<file path="src/rtl/ir_nec_tx_pkg.sv">
// Shared NEC definitions: unit counts for each frame element, TX FSM states and payload helpers.
package ir_nec_tx_pkg;

   localparam int LEAD_MARK_U  = 16;
   localparam int LEAD_SPACE_U = 8;
   localparam int RPT_SPACE_U  = 4;
   localparam int BIT_MARK_U   = 1;
   localparam int ZERO_SPACE_U = 1;
   localparam int ONE_SPACE_U  = 3;
   localparam int STOP_U       = 1;
   localparam int SLOT_U       = 192;
   localparam int NUM_BITS     = 32;

   typedef enum logic [2:0] {
      ST_IDLE,
      ST_LEAD_MARK,
      ST_LEAD_SPACE,
      ST_BIT_MARK,
      ST_BIT_SPACE,
      ST_STOP_MARK,
      ST_GAP
   } tx_state_t;

   function automatic logic is_mark(tx_state_t s);
      return (s == ST_LEAD_MARK) || (s == ST_BIT_MARK) || (s == ST_STOP_MARK);
   endfunction

   // Transmitted LSB first, so bit 0 is addr[0].
   function automatic logic [31:0] nec_payload(logic [7:0] addr, logic [7:0] cmd);
      return {~cmd, cmd, ~addr, addr};
   endfunction

endpackage

</file>
<file path="src/rtl/ir_nec_tx_carrier.sv">
// Carrier generator: square wave gated by en, restarting high on every restart pulse.
module ir_carrier_gen #(
   parameter int CLK_FREQ     = 50_000_000,
   parameter int CARRIER_FREQ = 38_000
) (
   input  logic clk,
   input  logic rst,
   input  logic en,
   input  logic restart,
   output logic carrier
);

   localparam int CAR_HALF = CLK_FREQ / (2 * CARRIER_FREQ);
   localparam int PW       = (CAR_HALF > 1) ? $clog2(CAR_HALF) : 1;

   logic [PW-1:0] phase;

   // en/restart describe the coming cycle, so carrier lines up with the registered envelope.
   always_ff @(posedge clk) begin
      if (rst || !en) begin
         phase   <= '0;
         carrier <= 1'b0;
      end else if (restart) begin
         phase   <= '0;
         carrier <= 1'b1;
      end else if (phase == PW'(CAR_HALF - 1)) begin
         phase   <= '0;
         carrier <= ~carrier;
      end else begin
         phase <= phase + 1'b1;
      end
   end

endmodule

</file>
<file path="src/rtl/ir_nec_tx.sv">
// NEC IR transmitter: frame/repeat FSM, unit/bit/slot counters, payload shifter and LED drive.
module ir_nec_tx
   import ir_nec_tx_pkg::*;
#(
   parameter int CLK_FREQ     = 50_000_000,
   parameter int CARRIER_FREQ = 38_000,
   parameter int CARRIER_EN   = 1,
   parameter int OUT_INV      = 0
) (
   input  logic       clk,
   input  logic       rst,
   input  logic [7:0] tx_addr,
   input  logic [7:0] tx_cmd,
   input  logic       tx_start,
   input  logic       tx_repeat,
   output logic       busy,
   output logic       done,
   output logic       ir_env,
   output logic       ir_out
);

   localparam int UNIT_CYC = CLK_FREQ * 9 / 16000;
   localparam int UW       = $clog2(UNIT_CYC);

   tx_state_t     state, state_nxt;
   logic [UW-1:0] unit_cnt;
   logic [4:0]    dur_cnt;
   logic [4:0]    dur_last;
   logic [7:0]    slot_cnt;
   logic [4:0]    bit_idx;
   logic [31:0]   shreg;
   logic          rpt;
   logic          unit_end, dur_end, slot_end;
   logic          carrier, drive;

   assign unit_end = (unit_cnt == UW'(UNIT_CYC - 1));
   assign dur_end  = unit_end && (dur_cnt == dur_last);
   assign slot_end = unit_end && (slot_cnt == 8'(SLOT_U - 1));

   always_comb begin
      dur_last = '0;
      case (state)
         ST_LEAD_MARK:  dur_last = 5'(LEAD_MARK_U - 1);
         ST_LEAD_SPACE: dur_last = rpt ? 5'(RPT_SPACE_U - 1) : 5'(LEAD_SPACE_U - 1);
         ST_BIT_MARK:   dur_last = 5'(BIT_MARK_U - 1);
         ST_BIT_SPACE:  dur_last = shreg[0] ? 5'(ONE_SPACE_U - 1) : 5'(ZERO_SPACE_U - 1);
         ST_STOP_MARK:  dur_last = 5'(STOP_U - 1);
         default:       dur_last = '0;
      endcase
   end

   always_ff @(posedge clk) begin
      if (rst) state <= ST_IDLE;
      else     state <= state_nxt;
   end

   always_comb begin
      state_nxt = state;
      case (state)
         ST_IDLE:       if (tx_start || tx_repeat) state_nxt = ST_LEAD_MARK;
         ST_LEAD_MARK:  if (dur_end) state_nxt = ST_LEAD_SPACE;
         ST_LEAD_SPACE: if (dur_end) state_nxt = rpt ? ST_STOP_MARK : ST_BIT_MARK;
         ST_BIT_MARK:   if (dur_end) state_nxt = ST_BIT_SPACE;
         ST_BIT_SPACE:
            if (dur_end) state_nxt = (bit_idx == 5'(NUM_BITS - 1)) ? ST_STOP_MARK : ST_BIT_MARK;
         ST_STOP_MARK:  if (dur_end) state_nxt = ST_GAP;
         ST_GAP:        if (slot_end) state_nxt = ST_IDLE;
         default:       state_nxt = ST_IDLE;
      endcase
   end

   // Every state lasts whole units and clears unit_cnt on entry, so unit_cnt stays
   // in phase with the slot from the first lead cycle and can also drive slot_cnt.
   always_ff @(posedge clk) begin
      if (rst) begin
         unit_cnt <= '0;
         dur_cnt  <= '0;
         slot_cnt <= '0;
         bit_idx  <= '0;
         shreg    <= '0;
         rpt      <= 1'b0;
         busy     <= 1'b0;
         done     <= 1'b0;
         ir_env   <= 1'b0;
      end else begin
         if (state_nxt != state) begin
            unit_cnt <= '0;
            dur_cnt  <= '0;
         end else if (unit_end) begin
            unit_cnt <= '0;
            dur_cnt  <= dur_cnt + 1'b1;
         end else if (state != ST_IDLE) begin
            unit_cnt <= unit_cnt + 1'b1;
         end

         if (state == ST_IDLE)
            slot_cnt <= '0;
         else if (unit_end && slot_cnt != 8'(SLOT_U - 1))
            slot_cnt <= slot_cnt + 1'b1;

         if (state == ST_IDLE && state_nxt == ST_LEAD_MARK) begin
            shreg   <= nec_payload(tx_addr, tx_cmd);
            rpt     <= !tx_start;
            bit_idx <= '0;
         end else if (state == ST_BIT_SPACE && dur_end) begin
            shreg   <= shreg >> 1;
            bit_idx <= bit_idx + 1'b1;
         end

         busy   <= (state_nxt != ST_IDLE);
         done   <= (state == ST_GAP) && (state_nxt == ST_IDLE);
         ir_env <= is_mark(state_nxt);
      end
   end

   ir_carrier_gen #(
      .CLK_FREQ    (CLK_FREQ),
      .CARRIER_FREQ(CARRIER_FREQ)
   ) u_carrier (
      .clk    (clk),
      .rst    (rst),
      .en     (is_mark(state_nxt)),
      .restart(is_mark(state_nxt) && (state_nxt != state)),
      .carrier(carrier)
   );

   // Carrier is already gated by the envelope; only a constant inversion follows the flops.
   assign drive  = (CARRIER_EN != 0) ? carrier : ir_env;
   assign ir_out = drive ^ (OUT_INV != 0);

endmodule

</file>
<file path="config.mk">
export PLATFORM = sky130hd
export DESIGN_NAME = ir_nec_tx
export DESIGN_NICKNAME = d
export VERILOG_FILES = /design/src/rtl/ir_nec_tx_pkg.sv /design/src/rtl/ir_nec_tx_carrier.sv /design/src/rtl/ir_nec_tx.sv
export SDC_FILE = /design/constraint.sdc
export NUM_CORES = 1
export LEC_CHECK = 0
export BUFFER_PORTS_ARGS = -buffer_cell sky130_fd_sc_hd__buf_2
export CORE_ASPECT_RATIO = 0.7
export CORE_MARGIN = 2
export CORE_UTILIZATION = 40
export DETAILED_ROUTE_END_ITERATION = 7
export HOLD_SLACK_MARGIN = 0.05
export PLACE_DENSITY = 0.59
export SYNTH_ARGS = -nofsm -noshare
export SYNTH_HDL_FRONTEND = slang
export SYNTH_SLANG_ARGS = --single-unit
</file>
<file path="constraint.sdc">
create_clock -name clk -period 2.8 [get_ports clk]
set_input_delay 0.84 -clock clk [delete_from_list [all_inputs] [get_ports clk]]
set_output_delay 0.84 -clock clk [all_outputs]
set_load 0.05 [all_outputs]
</file>
==> qor.csv, run 1 <==
stage,metric,value,unit
job,Max-Cap Viols,0,
detailed_routing,Pre-Repair DR Iteration Count,6,
detailed_routing,WL/cell,13.5,um
floorplan,row count,30,
place,Port Buf Inserts,23,
sta,Final Worst Setup Slack,0.301,ns
cells_and_area,Nets,533,
cells_and_area,footprint of the multi-input gates,2170,um^2
sta,Final Max Tran Viols,0,
synth,Ys Warns,0,
clock_network,CTS resizes,0,
sta,RSZ-0062 raised after global routing,no,
outcome,outcome,"complete, no violations",
synth,Yosys reg bits,83,
clock_network,Post-CTS Setup Inserts,0,
synth,number of enable flip-flop cells after synthesis,0,
sta,Final Cycle Share,89.2,%
place,Final Wtd Congestion,0.934,
setup_path,critical path required time,3.03,ns
clock_network,TritonCTS buffer count,9,
global_routing,global-route wire length before repair,14400,um
clock_network,root buffer cell,clkbuf_16,
detailed_routing,drc violations,0,
synth,Yosys cell types,52,
floorplan,die area,10900,um^2
floorplan,core area,9760,um^2
cells_and_area,post-route cell area,4620,um^2
sta,Setup TNS,0,ns
synth,sequential fraction of the synthesis area,41.2,%
detailed_routing,detail-routed via count per cell,5.23,
synth,syn_nets,512,
cells_and_area,post-route insts no fill,637,
sta,worst-margin pin slew,0.645,ns
sta,# setup viols final,0,
cells_and_area,area delta synth->final,14.8,%
clock_network,"Reg clk slew, reported paths",0.06,ns
setup_path,CP Cell Sequence,nand2_1 -> a311oi_2 -> o211ai_2 -> a211o_1 -> o211ai_1 -> buf_4 -> nor2_1,
sta,final hold vios,0,
cells_and_area,Fillers,966,
detailed_routing,DRT iter0 DRCs,156,
clock_network,CTS tree,done,
global_routing,GRT overflow,0,
floorplan,Initial Util,41.3,%
cells_and_area,antenna cells,0,
floorplan,Die H,88.0,um
detailed_routing,vias post-DR,3330,
detailed_routing,Final ANT Viol Nets,0,
power,pwr dens,614,nW/um^2
setup_path,worst-path fanout max,16,
global_routing,vias in the first global route,3061,
hold_path,worst min-delay path class,reg2reg,
synth,synthesized area,4030,um^2
floorplan,chip width,124,um
setup_path,max incr delay on CP,0.63,ns
sta,Final min period,2.50,ns
power,Tot Pwr,2.84,mW
sta,Slew HR,56.7,%
global_routing,largest net degree at the start of global routing,49,
setup_path,critical path launch point type,flop,
synth,"Top FF cell, synth",dfxtp_1,
clock_network,depth of the CTS H-tree,3,
synth,syn_area_per_cell,8.32,um^2
cells_and_area,area occupied by registers,1660,um^2
detailed_routing,Routed WL,8590,um
floorplan,Ports,24,
setup_path,Crit Path Category,reg2reg,
place,pre-CTS setup slack,0.213,ns
synth,Post-synth ARST share,0,%
synth,Mapped Cells,484,
place,placed instance count,622,
place,Area after DPL,4290,um^2
global_routing,initial antenna violation count,1,
sta,clk_skew,0.00940,ns
clock_network,hold buffers post-CTS,0,
power,P_leak,1.70,nW
cells_and_area,fraction of layout cells with a size suffix above 1,13.2,%
setup_path,CP arrival,2.73,ns
global_routing,Tot GR Track Use,16.8,%
power,VDD IR max,0.385,mV
clock_network,clock buffer depth,2,
setup_path,Crit. End Element,flop,
place,hpwl dp,5820,um
clock_network,clock latency on the worst-skew pair,0.34,ns
sta,fmax,400,MHz
setup_path,slowest stage cell on the critical path,dfxtp_1,
clock_network,clock sinks,83,
==> layout by cell type (no fill, tap or decap), drive strengths merged, types with 2 or more instances in the layout <==
| master | count |
|---|---|
| nand2 | 90 |
| dfxtp | 83 |
| nor2 | 67 |
| buf | 39 |
| xor2 | 21 |
| a31oi | 18 |
| a311oi | 18 |
| a21o | 16 |
| inv | 14 |
| xnor2 | 13 |
| nand4 | 12 |
| a21oi | 12 |
| and3 | 10 |
| nor3 | 10 |
| nand3 | 10 |
| clkbuf | 10 |
| ha | 8 |
| o21ai | 6 |
| nor2b | 4 |
| a2111oi | 4 |
| nor4 | 4 |
| a2111o | 3 |
| nand2b | 3 |
| bufinv | 3 |
| o211ai | 3 |
| a211oi | 3 |
| or2 | 2 |
| and4 | 2 |
| nand3b | 2 |
| mux2i | 2 |
| a211o | 2 |
| o31ai | 2 |
==> power breakdown <==
part	internal, mW	switching [mW]
registers	1.24	0.0346
logic	0.0865	0.146
clock network	0.865	0.471
total	2.19	0.651
==> stage by stage <==
step / hold slack [ns] / util, %
after detailed placement: 0.456 / 44.0
after global routing: 0.487 / 47.4
final: 0.467 / 47.4
after global placement: 0.447 / 44.0
after floorplan: 0.436 / -
after CTS: 0.464 / 47.4
==> synthesized netlist by cell type (3+ instances only) <==
cell type | count | area [um^2]
a21oi_1 | 12 | 60.1
nor3_1 | 10 | 50.1
a21o_1 | 16 | 120
nand2b_1 | 3 | 18.8
clkbuf_1 | 15 | 56.3
inv_1 | 14 | 52.6
and3_1 | 10 | 62.6
nand4_1 | 12 | 75.1
o21ai_0 | 5 | 25.0
ha_1 | 8 | 100
nor2_1 | 66 | 248
dfxtp_1 | 83 | 1660
nor4_1 | 3 | 18.8
a2111oi_0 | 3 | 26.3
buf_4 | 5 | 37.5
nor2b_1 | 4 | 25.0
a2111o_1 | 3 | 33.8
xor2_1 | 21 | 184
buf_6 | 4 | 45.0
nand2_1 | 90 | 338
a311oi_1 | 17 | 149
a31oi_1 | 18 | 113
xnor2_1 | 13 | 114
nand3_1 | 10 | 50.1
buf_2 | 5 | 25.0
==> per-layer routing <==
metal,global-route usage (%),routed length (um),up-vias
li1,-,-,1726
met1,23.9,4520,1535
met2,23.9,3560,50
met3,5.14,379,17
met4,6.23,120,2
met5,0,11,-
==> final timing paths <==
path	from	cells after the start	end	slack, ns
hold reg to reg	bit_idx[4]	2	bit_idx[4]	0.47
setup reg to reg	state[2]	7	unit_cnt[13]	0.30
hold / removal	bit_idx[4]	2	bit_idx[4]	0.47
setup / recovery	state[2]	7	unit_cnt[13]	0.30
==> critical path, delay by kind of cell, from the launching register on <==
family                 cells  cell delay, ns
buffers and inverters      1            0.26
and+or+nand+nor            2            0.19
DFF                        1            0.63
AOI/OAI and AO/OA          4            1.31
==> cell families (layout without fill, tap and decap cells) <==
kind of cell               count (synthesis)  count (layout)  share of synthesized area, %
DFF                                       83              83                          41.2
AOI/OAI and AO/OA                         93              93                          18.2
adders and majority gates                  8               8                          2.48
muxes                                      2               2                         0.497
and+or+nand+nor                          221             221                          24.8
buffers and inverters                     43              68                          5.37
xor gates and xnor gates                  34              34                          7.39
==> state kept, by name, summed over array words and instances, names as in the netlist <==
signal / count
dur_cnt: 5
bit_idx: 5
done: 1
slot_cnt: 8
u_carrier.phase: 10
rpt: 1
ir_env: 1
busy: 1
state: 3
shreg: 32
unit_cnt: 15
u_carrier.carrier: 1
==> area by class of cell <==
cell class,instances,area share (%)
Clock buffer,10,4.95
Sequential cell,83,36.0
Timing Repair Buffer,39,5.36
Tap cell,128,3.46
Multi-Input combinational cell,358,46.9
Inverter,14,1.14
Clock inverter,5,2.22
No activity file was read; power rests on OpenSTA's default activity.
==> run 2, diff against run 1 <==
--- a/config.mk
+++ b/config.mk
@@ -5,7 +5,7 @@
 export SDC_FILE = /design/constraint.sdc
 export NUM_CORES = 1
 export LEC_CHECK = 0
-export BUFFER_PORTS_ARGS = -buffer_cell sky130_fd_sc_hd__buf_2
+export BUFFER_PORTS_ARGS = -buffer_cell sky130_fd_sc_hd__buf_4
 export CORE_ASPECT_RATIO = 0.7
 export CORE_MARGIN = 2
 export CORE_UTILIZATION = 40
@@ -14,4 +14,5 @@
 export PLACE_DENSITY = 0.59
 export SYNTH_ARGS = -nofsm -noshare
 export SYNTH_HDL_FRONTEND = slang
+export SYNTH_HIERARCHICAL = 1
 export SYNTH_SLANG_ARGS = --single-unit
==> qor.csv, run 2 <==
stage,metric,value,unit
power,P_leak,1.87,nW
global_routing,largest net degree at the start of global routing,50,
detailed_routing,DRT iter0 DRCs,199,
clock_network,clock buffer depth,2,
setup_path,critical path required time,2.99,ns
setup_path,CP arrival,2.96,ns
clock_network,depth of the CTS H-tree,3,
synth,syn_area_per_cell,9.19,um^2
sta,worst-margin pin slew,0.582,ns
global_routing,Tot GR Track Use,16.6,%
detailed_routing,drc violations,0,
floorplan,Die H,87.9,um
floorplan,Initial Util,41.4,%
synth,area share of the largest cell type after synthesis,41.3,%
setup_path,R2R Setup Slk,0.03,ns
sta,# setup viols final,0,
clock_network,"Reg clk slew, reported paths",0.06,ns
synth,Synth area leaders,"dfxtp_1 (41%), mux2i_1 (9.0%), nor2_1 (4.4%), xor2_1 (4.4%), a21oi_1 (3.4%)",
sta,final hold vios,0,
synth,most common cell in the netlist,dfxtp_1,
clock_network,CTS tree,done,
clock_network,clock sinks,83,
detailed_routing,Routed WL,8870,um
floorplan,die area,10900,um^2
place,hpwl dp,5640,um
floorplan,core area,9720,um^2
setup_path,Crit Path Category,reg2reg,
sta,clk_skew,0.00777,ns
place,pre-CTS setup slack,-0.129,ns
detailed_routing,vias post-DR,3241,
sta,RSZ-0062 raised after global routing,yes,
outcome,outcome,"complete, no violations",
sta,Setup TNS,0,ns
sta,Final Cycle Share,99.0,%
synth,synthesized area,4020,um^2
synth,Post-synth ARST share,0,%
sta,Final min period,2.77,ns
cells_and_area,biggest regs,"shreg x32, unit_cnt x15, u_carrier/phase x10",
cells_and_area,max FFs per register,32,
detailed_routing,WL/cell,14.4,um
floorplan,row count,30,
setup_path,Crit. End Element,flop,
synth,Yosys reg bits,83,
cells_and_area,fraction of layout cells with a size suffix above 1,21.2,%
detailed_routing,Pre-Repair DR Iteration Count,4,
synth,Mapped Cells,438,
sta,Slew HR,60.9,%
cells_and_area,Nets,509,
clock_network,clock latency on the worst-skew pair,0.34,ns
cells_and_area,Biggest register,shreg,
job,Max-Cap Viols,0,
synth,syn_nets,466,
floorplan,Ports,24,
synth,sequential fraction of the synthesis area,41.3,%
global_routing,vias in the first global route,2906,
global_routing,GRT overflow,0,
place,Port Buf Inserts,23,
sta,Final Max Tran Viols,0,
floorplan,chip width,124,um
synth,Yosys cell types,57,
place,Final Wtd Congestion,0.814,
clock_network,root buffer cell,clkbuf_16,
setup_path,critical path launch point type,flop,
synth,"Top FF cell, synth",dfxtp_1,
sta,Final Worst Setup Slack,0.0266,ns
place,placed instance count,587,
global_routing,global-route wire length before repair,14100,um
cells_and_area,most frequent cells in the layout,"dfxtp_1 (81), buf_4 (49), nor2_1 (46)",
cells_and_area,area delta synth->final,26.6,%
synth,commonest cells in the netlist,"dfxtp_1 (83), nor2_1 (47), mux2i_1 (36)",
power,VDD IR max,0.317,mV
synth,Ys Warns,6,
synth,number of enable flip-flop cells after synthesis,0,
power,pwr dens,594,nW/um^2
setup_path,worst-path fanout max,7,
cells_and_area,"commonest non-fill, non-tap cell in the layout",dfxtp_1,
detailed_routing,Final ANT Viol Nets,0,
clock_network,TritonCTS buffer count,9,
detailed_routing,detail-routed via count per cell,5.28,
cells_and_area,antenna cells,0,
sta,fmax,361,MHz
hold_path,worst min-delay path class,reg2reg,
synth,Yosys top cell by area,dfxtp_1,
cells_and_area,post-route insts no fill,614,
global_routing,initial antenna violation count,0,
==> run 2: changes by cell type after synthesis, sizes merged, moves of 4 or more <==
cell,change
nand2,-75
mux2i,+34
nor2,-20
a311oi,-17
a31oi,-17
a21oi,+15
a211oi,+14
nor3,+14
buf,-9
clkbuf,+7
or3,+6
and3,-4
==> run 2: final timing paths <==
path,from,depth (start not counted),end
setup reg to reg,state[2],9,shreg[7]
hold reg to reg,slot_cnt[6],2,slot_cnt[6]
setup / recovery,state[2],9,shreg[7]
hold / removal,slot_cnt[6],2,slot_cnt[6]
==> run 2: critical path, cell delays in order (launching register included) <==
cell      delay [ns]
dfxtp_1         0.33
or4b_1          0.53
and3_1          0.18
or4_4           0.55
buf_4           0.17
nor3_4          0.21
buf_12          0.17
buf_12          0.14
mux2i_1         0.23
a211oi_1        0.11
==> run 2: per-layer routing <==
layer | vias to the layer above | routed length, um | share of wire (%) | GRT usage [%]
li1 | 1662 | - | - | -
met1 | 1542 | 4780 | 54 | 23.9
met2 | 31 | 3750 | 42 | 24.0
met3 | 6 | 250 | 2.8 | 4.30
met4 | 0 | 87 | 0.98 | 5.58
met5 | - | 0 | 0 | 0
==> run 2: power breakdown <==
group	leakage (nW)	internal (mW)	total [mW]	switching (mW)
logic	0.996	0.104	0.233	0.129
clock network	0.190	1.05	1.53	0.478
registers	0.679	1.23	1.26	0.0327
total	1.87	2.39	3.03	0.640
==> run 2: cell families (layout without fill, tap and decap cells) <==
family | count (synthesis) | count (layout) | synth area share, %
muxes | 36 | 36 | 8.96
DFF | 83 | 83 | 41.3
buffers and inverters | 39 | 86 | 4.85
and+or+nand+nor | 157 | 157 | 21.3
AOI/OAI and AO/OA | 84 | 85 | 14.4
adders and majority gates | 8 | 8 | 2.49
xor gates and xnor gates | 31 | 31 | 6.75
==> run 2: area by class of cell <==
cell class                      count  area (um^2)
Multi-Input combinational cell    317         2290
Tap cell                          128          160
Inverter                           12         45.0
Timing Repair Buffer               58          541
Clock inverter                      7          164
Fill cell                         920         4630
Sequential cell                    83         1660
Clock buffer                        9          225
==> run 2: timing repair <==
item / in CTS / in global routing
gates cloned: 1 / 6
setup endpoints to repair: 42 / 35
hold buffers: 0 / 0
buffers inserted: 3 / 1
pin swaps: 4 / 5
gates resized for setup: 8 / 11
==> run 2: per-stage QoR <==
| stage | instance area [um^2] | hold WS [ns] | utilization (%) | power [mW] |
|---|---|---|---|---|
| finish | 5090 | 0.474 | 52.4 | 3.03 |
| global route | 5090 | 0.489 | 52.4 | 3.13 |
| CTS | 4910 | 0.476 | 50.5 | 3.04 |
| detailed placement | 4460 | 0.463 | 45.8 | 1.50 |
| global placement | 4460 | 0.457 | 45.8 | 1.50 |
| floorplan | 4060 | 0.441 | - | 1.43 |
